### src/rtl/hazard_ctrl_pkg.sv
// Shared types, encodings and match/select helpers for the pipeline hazard controller.
// Tnew/Tuse are cycle counts; selects use the fwd_* encodings below.
package hazard_ctrl_pkg;

  localparam int unsigned REG_AW = 5;
  localparam int unsigned TNEW_W = 2;
  localparam int unsigned TUSE_W = 2;
  localparam int unsigned SEL_W  = 2;

  localparam logic [TNEW_W-1:0] TNEW_JAL  = 2'd0;
  localparam logic [TNEW_W-1:0] TNEW_ALU  = 2'd1;
  localparam logic [TNEW_W-1:0] TNEW_LD   = 2'd2;
  localparam logic [TUSE_W-1:0] TUSE_NONE = 2'd3;

  localparam logic [SEL_W-1:0] FWD_RF = 2'd0;
  localparam logic [SEL_W-1:0] FWD_E  = 2'd1;
  localparam logic [SEL_W-1:0] FWD_M  = 2'd2;
  localparam logic [SEL_W-1:0] FWD_W  = 2'd3;

  typedef struct packed {
    logic              we;
    logic [REG_AW-1:0] dst;
    logic [TNEW_W-1:0] tnew;
  } slot_t;

  function automatic logic [TNEW_W-1:0] sat_dec(input logic [TNEW_W-1:0] t);
    return (t == '0) ? '0 : t - TNEW_W'(1);
  endfunction

  // $0 is hard-wired, so it never matches a producer.
  function automatic logic reg_match(input logic              we,
                                     input logic [REG_AW-1:0] dst,
                                     input logic [REG_AW-1:0] src);
    return we && (dst == src) && (src != '0);
  endfunction

  function automatic logic src_stall(input logic [REG_AW-1:0] src,
                                     input logic [TUSE_W-1:0] tuse,
                                     input slot_t             e,
                                     input slot_t             m);
    return (tuse != TUSE_NONE) &&
           ((reg_match(e.we, e.dst, src) && (tuse < e.tnew)) ||
            (reg_match(m.we, m.dst, src) && (tuse < m.tnew)));
  endfunction

  // Youngest ready producer wins.
  function automatic logic [SEL_W-1:0] fwd_d_sel(input logic [REG_AW-1:0] src,
                                                 input slot_t             e,
                                                 input slot_t             m);
    if (reg_match(e.we, e.dst, src) && (e.tnew == '0)) return FWD_E;
    if (reg_match(m.we, m.dst, src) && (m.tnew == '0)) return FWD_M;
    return FWD_RF;
  endfunction

  function automatic logic [SEL_W-1:0] fwd_e_sel(input logic [REG_AW-1:0] src,
                                                 input slot_t             m,
                                                 input slot_t             w);
    if (reg_match(m.we, m.dst, src) && (m.tnew == '0)) return FWD_M;
    if (reg_match(w.we, w.dst, src) && (w.tnew == '0)) return FWD_W;
    return FWD_RF;
  endfunction

endpackage

### src/rtl/hazard_ctrl_if.sv
// Decoder-to-hazard-controller bundle: D-stage control fields in, stall and forward selects out.
interface hazard_ctrl_if
  import hazard_ctrl_pkg::*;
();

  logic [REG_AW-1:0] d_rs;
  logic [REG_AW-1:0] d_rt;
  logic [TUSE_W-1:0] d_tuse_rs;
  logic [TUSE_W-1:0] d_tuse_rt;
  logic              d_regwrite;
  logic [REG_AW-1:0] d_dst;
  logic [TNEW_W-1:0] d_tnew;

  logic              stall;
  logic [SEL_W-1:0]  fwd_d_rs_sel;
  logic [SEL_W-1:0]  fwd_d_rt_sel;
  logic [SEL_W-1:0]  fwd_e_rs_sel;
  logic [SEL_W-1:0]  fwd_e_rt_sel;

  modport master (
    output d_rs, d_rt, d_tuse_rs, d_tuse_rt, d_regwrite, d_dst, d_tnew,
    input  stall, fwd_d_rs_sel, fwd_d_rt_sel, fwd_e_rs_sel, fwd_e_rt_sel
  );

  modport slave (
    input  d_rs, d_rt, d_tuse_rs, d_tuse_rt, d_regwrite, d_dst, d_tnew,
    output stall, fwd_d_rs_sel, fwd_d_rt_sel, fwd_e_rs_sel, fwd_e_rt_sel
  );

endinterface

### src/rtl/hazard_ctrl_hz_slot.sv
// One shadow-pipeline slot {we, dst, tnew}; loads every cycle, optionally sat-decrementing tnew,
// and takes a bubble instead of din when bubble is set.
module hazard_ctrl_hz_slot
  import hazard_ctrl_pkg::*;
(
  input  logic  clk,
  input  logic  reset,
  input  logic  bubble,
  input  logic  dec,
  input  slot_t din,
  output slot_t q
);

  slot_t slot_d;
  slot_t slot_q;

  always_comb begin
    slot_d = din;
    if (dec) slot_d.tnew = sat_dec(din.tnew);
    if (bubble) slot_d = '0;
  end

  always_ff @(posedge clk) begin
    if (!reset) slot_q <= '0;
    else        slot_q <= slot_d;
  end

  assign q = slot_q;

endmodule

### src/rtl/hazard_ctrl.sv
// Stall/forward controller for the 5-stage pipeline, tracking E/M/W destinations with Tnew/Tuse.
// W->D forwarding is left to the register file's write-through bypass.
module hazard_ctrl
  import hazard_ctrl_pkg::*;
(
  input logic          clk,
  input logic          reset,
  hazard_ctrl_if.slave hif
);

  slot_t             e_din;
  slot_t             e_q;
  slot_t             m_q;
  slot_t             w_q;
  logic [REG_AW-1:0] e_rs_d;
  logic [REG_AW-1:0] e_rs_q;
  logic [REG_AW-1:0] e_rt_d;
  logic [REG_AW-1:0] e_rt_q;
  logic              stall_c;

  always_comb begin
    e_din   = '{we: hif.d_regwrite, dst: hif.d_dst, tnew: hif.d_tnew};
    stall_c = src_stall(hif.d_rs, hif.d_tuse_rs, e_q, m_q) |
              src_stall(hif.d_rt, hif.d_tuse_rt, e_q, m_q);
    e_rs_d  = stall_c ? '0 : hif.d_rs;
    e_rt_d  = stall_c ? '0 : hif.d_rt;
  end

  // Source registers of the instruction now in E, for the E-stage muxes.
  always_ff @(posedge clk) begin
    if (!reset) begin
      e_rs_q <= '0;
      e_rt_q <= '0;
    end else begin
      e_rs_q <= e_rs_d;
      e_rt_q <= e_rt_d;
    end
  end

  hazard_ctrl_hz_slot u_slot_e (
    .clk    (clk),
    .reset  (reset),
    .bubble (stall_c),
    .dec    (1'b0),
    .din    (e_din),
    .q      (e_q)
  );

  hazard_ctrl_hz_slot u_slot_m (
    .clk    (clk),
    .reset  (reset),
    .bubble (1'b0),
    .dec    (1'b1),
    .din    (e_q),
    .q      (m_q)
  );

  hazard_ctrl_hz_slot u_slot_w (
    .clk    (clk),
    .reset  (reset),
    .bubble (1'b0),
    .dec    (1'b1),
    .din    (m_q),
    .q      (w_q)
  );

  assign hif.stall        = stall_c;
  assign hif.fwd_d_rs_sel = fwd_d_sel(hif.d_rs, e_q, m_q);
  assign hif.fwd_d_rt_sel = fwd_d_sel(hif.d_rt, e_q, m_q);
  assign hif.fwd_e_rs_sel = fwd_e_sel(e_rs_q, m_q, w_q);
  assign hif.fwd_e_rt_sel = fwd_e_sel(e_rt_q, m_q, w_q);

endmodule

### src/flat_wrapper.sv
// flat-port wrapper written by rule: the top's interface ports become plain ports
module hazard_ctrl_flat import hazard_ctrl_pkg::*;
  (clk, reset, hif_d_rs, hif_d_rt, hif_d_tuse_rs, hif_d_tuse_rt, hif_d_regwrite, hif_d_dst, hif_d_tnew, hif_stall, hif_fwd_d_rs_sel, hif_fwd_d_rt_sel, hif_fwd_e_rs_sel, hif_fwd_e_rt_sel);
  hazard_ctrl_if hif_i ();
  input logic clk;
  input logic reset;
  input wire logic [$bits(hif_i.d_rs)-1:0] hif_d_rs;
  input wire logic [$bits(hif_i.d_rt)-1:0] hif_d_rt;
  input wire logic [$bits(hif_i.d_tuse_rs)-1:0] hif_d_tuse_rs;
  input wire logic [$bits(hif_i.d_tuse_rt)-1:0] hif_d_tuse_rt;
  input wire logic [$bits(hif_i.d_regwrite)-1:0] hif_d_regwrite;
  input wire logic [$bits(hif_i.d_dst)-1:0] hif_d_dst;
  input wire logic [$bits(hif_i.d_tnew)-1:0] hif_d_tnew;
  output wire logic [$bits(hif_i.stall)-1:0] hif_stall;
  output wire logic [$bits(hif_i.fwd_d_rs_sel)-1:0] hif_fwd_d_rs_sel;
  output wire logic [$bits(hif_i.fwd_d_rt_sel)-1:0] hif_fwd_d_rt_sel;
  output wire logic [$bits(hif_i.fwd_e_rs_sel)-1:0] hif_fwd_e_rs_sel;
  output wire logic [$bits(hif_i.fwd_e_rt_sel)-1:0] hif_fwd_e_rt_sel;
  assign hif_i.d_rs = hif_d_rs;
  assign hif_i.d_rt = hif_d_rt;
  assign hif_i.d_tuse_rs = hif_d_tuse_rs;
  assign hif_i.d_tuse_rt = hif_d_tuse_rt;
  assign hif_i.d_regwrite = hif_d_regwrite;
  assign hif_i.d_dst = hif_d_dst;
  assign hif_i.d_tnew = hif_d_tnew;
  assign hif_stall = hif_i.stall;
  assign hif_fwd_d_rs_sel = hif_i.fwd_d_rs_sel;
  assign hif_fwd_d_rt_sel = hif_i.fwd_d_rt_sel;
  assign hif_fwd_e_rs_sel = hif_i.fwd_e_rs_sel;
  assign hif_fwd_e_rt_sel = hif_i.fwd_e_rt_sel;
  hazard_ctrl u_core (.clk(clk), .reset(reset), .hif(hif_i));
endmodule
### config.mk
export PLATFORM = sky130hd
export DESIGN_NAME = hazard_ctrl_flat
export DESIGN_NICKNAME = d
export VERILOG_FILES = /design/src/rtl/hazard_ctrl_pkg.sv /design/src/rtl/hazard_ctrl_if.sv /design/src/rtl/hazard_ctrl_hz_slot.sv /design/src/rtl/hazard_ctrl.sv /design/src/flat_wrapper.sv
export SDC_FILE = /design/constraint.sdc
export NUM_CORES = 1
export LEC_CHECK = 0
export BUFFER_PORTS_ARGS = -buffer_cell sky130_fd_sc_hd__buf_2
export CAP_MARGIN = 15
export CELL_PAD_IN_SITES_DETAIL_PLACEMENT = 0
export CELL_PAD_IN_SITES_GLOBAL_PLACEMENT = 1
export CORE_UTILIZATION = 39
export CTS_CLUSTER_SIZE = 8
export DETAILED_ROUTE_END_ITERATION = 7
export PLACE_DENSITY = 0.81
export RECOVER_POWER = 100
export SLEW_MARGIN = 15
export SYNTH_ARGS = -nofsm -noshare
export SYNTH_HDL_FRONTEND = slang
export SYNTH_HIERARCHICAL = 1
export SYNTH_SLANG_ARGS = --single-unit
### constraint.sdc
create_clock -name clk -period 2.05 [get_ports clk]
set_input_delay 0.205 -clock clk [delete_from_list [all_inputs] [get_ports clk]]
set_output_delay 0.205 -clock clk [all_outputs]
set_load 0.02 [all_outputs]
---- Yosys cells after proc, flatten, opt, wreduce, memory -nomap -nowiden ----
Cells that the tools add are included.
operators by class
  bitwise logic cells ..................... 2
  add/sub/neg operators ................... 2
  mux-type cells .......................... 28
  magnitude comparators ................... 4
  equality and inequality tests ........... 10
  reduce and logical (&&, ||, !) cells .... 42
operator list
  kind                                                                 count
  5-bit == test                                                        8
  2-bit 2-to-1 mux                                                     16
  1-bit logical AND                                                    30
  5-bit nonzero test                                                   4
  1-bit 2-to-1 mux                                                     12
  2-bit < comparator                                                   4
  2-bit zero test                                                      3
  2-bit OR reduction                                                   3
  2-bit inequality test (second input constant)                        2
  2-bit by 1-bit subtractor with 2-bit output (second input constant)  2
  1-bit logical OR                                                     2
  1-bit NOT                                                            1
  1-bit bitwise OR                                                     1
storage, ports and cells
  flip-flop bits (word level) ............. 34
  bits of input ports ..................... 24

---- Logic depth before layout (Yosys ltp) ----
Gate-level depths: netlist of the first run.
  word-level depth ........................ 8
  mapped depth ............................ 8
  mapped depth without buffers ............ 8

---- Cells and area by module ----
Netlist of the first run, hierarchy kept.
modules (own cells, without submodules)
  module               area an instance (um^2)  seq. area each (um^2)  cells each  instances
  hazard_ctrl          1255.0                   200.2                  143         1
  hazard_ctrl_hz_slot  254.0                    160.2                  20          3

---- Worst setup path after synthesis of the first run ----
No wires, ideal clock.
  path kind ............................... in2out
  start ................................... input hif_d_rs[1]
  end ..................................... output hif_fwd_d_rs_sel[1]
  buffers on the path ..................... 0
  data arrival time ....................... 1.902 ns
  slack ................................... -0.057 ns
  stages on the path ...................... 4
  path through ............................ or4_4 o211ai_1 nor3_1 nor4b_1
on the way
  longest elaborated chain between the ends .. 8
  elaborated cells between the ends (all ways) .. 15
  those cells by class .................... 2 x eq/ne; 6 x mux; 7 x reduce/logical
RTL lines
  element                         line                   RTL
  start: declaration              flat_wrapper.sv:7      input wire logic [$bits(hif_i.d_rs)-1:0] hif_d_rs;
  5-bit == test                   hazard_ctrl_pkg.sv:34  return we && (dst == src) && (src != '0);
  1-bit logical AND (2 in a row)  hazard_ctrl_pkg.sv:34
  1-bit logical AND               hazard_ctrl_pkg.sv:51  if (reg_match(m.we, m.dst, src) && (m.tnew == '0)) return FWD_M;
  1-bit 2-to-1 mux (2 in a row)   hazard_ctrl_pkg.sv:51
  2-bit 2-to-1 mux                hazard_ctrl_pkg.sv:52  return FWD_RF;
  2-bit 2-to-1 mux (*)            hazard_ctrl_pkg.sv:51
  end: declaration                flat_wrapper.sv:15     output wire logic [$bits(hif_i.fwd_d_rs_sel)-1:0] hif_fwd_d_rs_sel;
Mark *: on every way between the ends. The rest lies on a longest branch, timed or not. The select of a mux whose other input is x is not followed.

---- Worst setup path in the final report of the first run ----
  start ................................... register u_core.u_slot_m.slot_q (netlist bit u_core/u_slot_m/q[1])
  end ..................................... output hif_stall
on the way
  longest elaborated chain between the ends .. 5
  elaborated cells between the ends (all ways) .. 9
  those cells by class .................... 2 x order compare; 1 x bitwise; 6 x reduce/logical
RTL lines
  element                   line                       RTL
  start: declaration        hazard_ctrl_hz_slot.sv:15  slot_t slot_q;
  start signal: assignment  hazard_ctrl_hz_slot.sv:25  else slot_q <= slot_d;
  2-bit < comparator        hazard_ctrl_pkg.sv:43      (reg_match(m.we, m.dst, src) && (tuse < m.tnew)));
  1-bit logical AND         hazard_ctrl_pkg.sv:43
  1-bit logical OR          hazard_ctrl_pkg.sv:42      ((reg_match(e.we, e.dst, src) && (tuse < e.tnew)) ||
  1-bit logical AND         hazard_ctrl_pkg.sv:41      return (tuse != TUSE_NONE) &&
  1-bit bitwise OR (*)      hazard_ctrl.sv:23          stall_c = src_stall(hif.d_rs, hif.d_tuse_rs, e_q, m_q) |
  end: declaration          flat_wrapper.sv:14         output wire logic [$bits(hif_i.stall)-1:0] hif_stall;
Mark *: on every way between the ends. The rest lies on a longest branch, timed or not.

==> metrics, run 1 <==
Pwr Total=1.43 mW; gpl congestion=0.846; LEAKAGE=1.04 nW; HPWL after DPL=3.55 mm; Synth area leaders=dfxtp_1 34%, xnor2_1 13%, nor4_2 6.2%; Syn Inst Count=203; CP arrival=1.97 ns; R2R Path Start=u_core/u_slot_m/q[1]; Worst Skew=0.00346 ns; endpoint class of the critical path=output port; Slew HR=0.640; CP max FO=2; initial antenna violation count=0; final worst-path setup slack=-0.124 ns; Non-Filler Instances=333; Die Y-Extent=73.9 µm; Crit path required time=1.85 ns; Crit path buffers/inverters=2; global-route usage over all layers=0.174; Post-Syn Area=0.00202 mm²; yosys warns=6; CTS tree=done; crit-path max cell delay=0.55 ns; first-pass GRT wire length=7.17 mm; syn avg cell area=9.94 µm²; row count=25; Clock Power Share=0.325; largest net degree at the start of global routing=14; total vias in the final route=1620; dpl cells=324; most frequent cells in the layout=31 x xnor2_1, 30 x dfxtp_1, 29 x buf_2, 24 x buf_4; crit path time final=2.17 ns; dpl cell area=0.00245 mm²; CTS H-tree lvls=2; Slew Limit Fails=0; FFs w/ async S/R, synth=0; drt wl/cell=12.9 µm; via/cell ratio=4.86; Hold WC Path Type=in -> reg; Main synth FF type=dfxtp_1; R2R cell count=9; internal reg-to-reg setup slack=-0.04 ns; nets=295; status=complete, but fails checks; Yosys top cell by area=dfxtp_1; initial DRC count=36; Top delay family on crit path=simple AND/OR/NAND/NOR gates; sequential share of the synthesized area=0.337; Core Box Area=0.00485 mm²; Switching Share=0.244; Post-DRT Antenna Nets=0; # diodes=0; PortBufs=32; worst path cell trace=inv_2 -> ha_4 -> nor2b_4 -> o22a_1 -> nor4_2 -> or4_4 -> buf_6; # setup viols final=9; Worst Hold Path EP=u_core/u_slot_e/q[3]; Sinks on Clock Net=34; Final Cycle Share=1.06; fin area=0.00257 mm²; Pwr per Cell Area=556 mW/mm²; Pre-Repair DR Iteration Count=4; Layout Utilization=0.530; FF+latch area=686 µm²; hold-fix buffer count after cts=0; final wirelength=4.29 mm; Switch Pwr=0.348 mW; CP Launch Type=flop; Post-synth EDFFs=0; grt peak-use layer=met2; combinational fraction of design power=0.174; Yosys cell types=34; maxcap violations=0; RR Endpoint=u_core/u_slot_e/q[0]; area occupied by multi-input gates=0.00137 mm²; vias in the first global route=1604; M2 GR Usage=0.322; Syn-to-layout area delta=27.3%; kind of critical path=reg -> out; Initial Util=0.416; met3 Track Usage GR=0.0357; clk_lat worst skew=0.28 ns; clock root buffer=clkbuf_8; Hold Path Depth=2; min-delay src=hif_d_dst[1]; internal cell power=1.08 mW; CTS Buf Count=5; die area=0.00546 mm²; area fraction of the dominant cell type after synthesis=0.337; io pins=33; failing checks=setup timing; Flop pwr share=0.501; worst IR drop on VDD=459 µV; share of layout cells above drive strength 1=0.391; Slew @ Worst Pin=0.538 ns; M1 GR Usage=0.199; RSZ-0062 raised after global routing=true; Slowest-stage cell, CP=or4_4; number of fill cells=439; final hold vios=0; Post-route DRC=0; overflow left after global routing=0; clock slew at reported path FFs=0.06 ns; Max Root-Sink Buffers=2; most common cell after layout, fill and taps aside=xnor2_1; flops & latches, synth=34; f_max=0.460 GHz; chip width=73.9 µm
==> per-stage QoR <==
stage / worst slack (ns) / hold slack (ns) / TNS, ns
final: -0.124 / 0.127 / -0.310
after global routing: -0.189 / 0.124 / -1.18
after CTS: -0.117 / 0.116 / -0.157
after detailed placement: -0.0998 / 0.413 / -0.704
after global placement: -0.0573 / 0.405 / -0.340
after floorplan: 0.111 / 0.327 / 0
==> how the worst max path moves through the flow <==
stage	depth (start not counted)	slack, ns	to	startpoint
6_report	7	-0.12	hif_stall	u_core/u_slot_m/q[1]
2_1_floorplan	8	0.11	u_core/u_slot_e/q[0]	u_core/u_slot_m/q[1]
4_1_cts	7	-0.12	hif_stall	u_core/u_slot_m/q[1]
3_5_place_dp	7	-0.1	u_core/u_slot_e/q[0]	hif_d_rs[1]
3_3_place_gp	7	-0.06	u_core/u_slot_e/q[0]	hif_d_rs[1]
5_1_grt	7	-0.19	hif_stall	u_core/u_slot_m/q[1]
==> synth_stat cells, drive strengths merged (6+ instances only) <==
cell type and count:
xnor2 31, nand4 7, and2 28, xor2 9
nor4 18, o41ai 10, nand2b 6, dfxtp 34
nor2b 9
==> worst reg2reg max path: stages (launching register included) <==
cell      delay (ns)
dfxtp_2         0.33
inv_2           0.05
ha_4            0.26
nor2b_4         0.12
o22a_1          0.18
nor4_2          0.05
or4_4           0.55
buf_4           0.16
nor2b_4         0.17
a21boi_2        0.17
==> cells by family (layout without fill, tap and decap cells) <==
group	count (synthesis)	after routing	synth area share
xor gates and xnor gates	40	40	0.174
DFF	34	34	0.337
and+or+nand+nor	93	93	0.342
buffers and inverters	9	63	0.0205
adders and majority gates	4	4	0.0248
AOI/OAI and AO/OA	21	21	0.0974
other	2	11	0.00372
==> state kept, by name (all words and copies together), names as in the netlist <==
| register | flops |
|---|---|
| u_core/u_slot_m/q | 8 |
| u_core/u_slot_e/q | 8 |
| u_core/e_rs_q | 5 |
| u_core/u_slot_w/q | 8 |
| u_core/e_rt_q | 5 |
==> power by group through the flow <==
stage | clock (mW) | combinational, mW | sequential, mW
floorplan | 0 | 0.153 | 0.723
global placement | 0 | 0.236 | 0.730
detailed placement | 0 | 0.241 | 0.730
CTS | 0.482 | 0.249 | 0.715
global route | 0.515 | 0.273 | 0.719
finish | 0.465 | 0.249 | 0.715
==> timing repair <==
action | 4_1_cts | 5_1_grt
pin swaps | 5 | 3
gates resized for setup | 7 | 11
buffers inserted | 3 | 0
endpoints found under the setup margin | 1 | 12
==> layer usage <==
metal / up-vias / routed length, µm
li1: 850 / -
met1: 728 / 1900
met2: 35 / 2200
met3: 7 / 150
met4: 0 / 43
met5: - / 0
==> cell type report <==
cell class,instances,area share
clock buffer,6,0.0322
multi-input combinational,169,0.533
sequential,34,0.267
inverter,2,0.00292
timing repair buffer,55,0.133
tap,67,0.0327
No activity file was read; power rests on OpenSTA's default activity.
==> run 2: changes to the inputs <==
--- a/config.mk
+++ b/config.mk
@@ -9,10 +9,10 @@
 export CAP_MARGIN = 15
 export CELL_PAD_IN_SITES_DETAIL_PLACEMENT = 0
 export CELL_PAD_IN_SITES_GLOBAL_PLACEMENT = 1
-export CORE_UTILIZATION = 39
+export CORE_UTILIZATION = 43
 export CTS_CLUSTER_SIZE = 8
 export DETAILED_ROUTE_END_ITERATION = 7
-export PLACE_DENSITY = 0.81
+export PLACE_DENSITY = 0.85
 export RECOVER_POWER = 100
 export SLEW_MARGIN = 15
 export SYNTH_ARGS = -nofsm -noshare
==> constraint.sdc (replaced) <==
create_clock -name clk -period 2.3 [get_ports clk]
set_input_delay 0.23 -clock clk [delete_from_list [all_inputs] [get_ports clk]]
set_output_delay 0.23 -clock clk [all_outputs]
set_load 0.02 [all_outputs]
==> run 2 against run 1 <==
  * The run ends with DRC left
  * Largest power group unchanged
  * First-iteration DRC count is 17% higher
  * Hold slack improved by 0.012 ns
  * Final cell count decreased by 8.7%
  * Wire length shrank 3.1%
  * Global-route usage rose by 1.2 points
  * Register-to-register slack gained 0.37 ns
  * Via count decreased by 3.3%
  * Flip-flop and latch count did not move
  * Combinational power shrank 18%
  * Worst setup slack better by 0.18 ns
  * Critical path depth is 1 lower
  * Clock power down 9.7%
==> metrics, run 2 (same netlist as run 1, synthesis figures left out) <==
status=complete, but fails checks; failing checks=DRC; FF+latch area=683 µm²; LEAKAGE=0.964 nW; most common cell after layout, fill and taps aside=dfxtp_1; vias in the first global route=1532; # setup viols final=0; first-pass GRT wire length=7.02 mm; CTS Buf Count=5; Slew Limit Fails=0; area occupied by multi-input gates=0.00137 mm²; Flop pwr share=0.506; kind of critical path=in -> out; share of layout cells above drive strength 1=0.353; internal cell power=0.952 mW; CP Launch Type=primary input; CP most frequent cell=or4_4; final hold vios=0; global-route usage over all layers=0.186; clk_lat worst skew=0.28 ns; Syn-to-layout area delta=21.1%; number of fill cells=415; crit path time final=2.24 ns; largest net degree at the start of global routing=14; f_max=0.446 GHz; die area=0.00497 mm²; Clock Power Share=0.332; Slowest-stage cell, CP=or4_4; Max Root-Sink Buffers=2; Switch Pwr=0.313 mW; combinational fraction of design power=0.162; Post-route DRC=2; Crit path required time=2.07 ns; gpl congestion=0.813; io pins=33; final wirelength=4.15 mm; maxcap violations=0; CTS tree=done; Sinks on Clock Net=34; Switching Share=0.247; CP max FO=4; clock slew at reported path FFs=0.06 ns; fin area=0.00244 mm²; nets=281; overflow left after global routing=0; HPWL after DPL=3.36 mm; DP Worst Slack=0.0369 ns; # diodes=0; Core Box Area=0.00444 mm²; row count=24; dpl cell area=0.00231 mm²; most frequent cells in the layout=32 x dfxtp_1, 31 x xnor2_1, 30 x buf_2, 14 x and2_1; worst path cell trace=buf_2 -> or4_4 -> o211ai_1 -> nor4_2 -> or4_4 -> buf_6; worst IR drop on VDD=416 µV; Pwr per Cell Area=518 mW/mm²; CP arrival=2.01 ns; Die Y-Extent=70.5 µm; total vias in the final route=1566; crit-path max cell delay=0.58 ns; Final Cycle Share=0.974; clock root buffer=clkbuf_8; endpoint class of the critical path=output port; Hold WC Path Type=in -> reg; Post-DRT Antenna Nets=0; via/cell ratio=5.15; initial DRC count=42; chip width=70.5 µm; Pre-Repair DR Iteration Count=6; drt wl/cell=13.7 µm; CTS H-tree lvls=2; PortBufs=32; initial antenna violation count=0; final worst-path setup slack=0.0588 ns; Initial Util=0.454; Worst Skew=0.00591 ns
-- run 2: metal layers --
| metal | wire length [µm] | share of wire | global-route usage | vias up |
|---|---|---|---|---|
| met1 | 1840 | 0.44 | 0.215 | 715 |
| li1 | - | - | - | 816 |
| met3 | 135 | 0.032 | 0.0491 | 6 |
| met2 | 2130 | 0.51 | 0.335 | 29 |
| met5 | 0 | 0 | 0 | - |
| met4 | 50 | 0.012 | 0.0544 | 0 |
-- run 2: critical path: cells and delay by family --
| kind | cells | cell delay [ns] |
|---|---|---|
| AND/OR/NAND/NOR | 3 | 1.22 |
| AO/OA/AOI/OAI | 1 | 0.28 |
| buffers and inverters | 2 | 0.28 |
-- run 2: final timing paths --
check / from / to / slack, ns / depth (start not counted)
worst max-delay path: hif_d_rs[1] / hif_stall / 0.06 / 6
worst min-delay path: hif_d_regwrite / u_core/u_slot_e/q[7] / 0.14 / 2
worst min register to register: u_core/u_slot_e/q[7] / u_core/u_slot_m/q[7] / 0.49 / 1
worst max register to register: u_core/u_slot_m/q[1] / u_core/u_slot_e/q[0] / 0.33 / 8
-- run 2: what timing repair did --
| item | in CTS | in global routing |
|---|---|---|
| setup endpoints to repair | 1 | 1 |
| hold buffers | 0 | 0 |
| pin swaps | 1 | 4 |
| gates cloned | 0 | 0 |
| buffers inserted | 0 | 3 |
| resized for setup | 3 | 9 |
-- run 2: metrics by stage --
step / utilization / hold WS [ns] / power [mW] / TNS, ns / instances
finish: 0.550 / 0.140 / 1.26 / 0 / 304
global route: 0.550 / 0.149 / 1.34 / -0.0124 / 304
CTS: 0.539 / 0.136 / 1.27 / 0 / 301
detailed placement: 0.519 / 0.433 / 0.849 / 0 / 295
global placement: 0.519 / 0.429 / 0.846 / 0 / 295
floorplan: - / 0.352 / 0.780 / 0 / 212
-- run 2: cell type report --
cell class,count,area share
Clock buffer,6,0.0338
Inverter,2,0.00307
Multi-Input combinational cell,169,0.561
Sequential cell,34,0.280
Tap cell,52,0.0266
Timing Repair Buffer,41,0.0953
-- run 2: power groups by stage --
stage               sequential, mW  clock, mW  combinational [mW]
CTS                          0.639      0.430               0.198
detailed placement           0.652          0               0.196
finish                       0.639      0.420               0.205
floorplan                    0.644          0               0.135
global placement             0.652          0               0.194
global route                 0.643      0.465               0.229
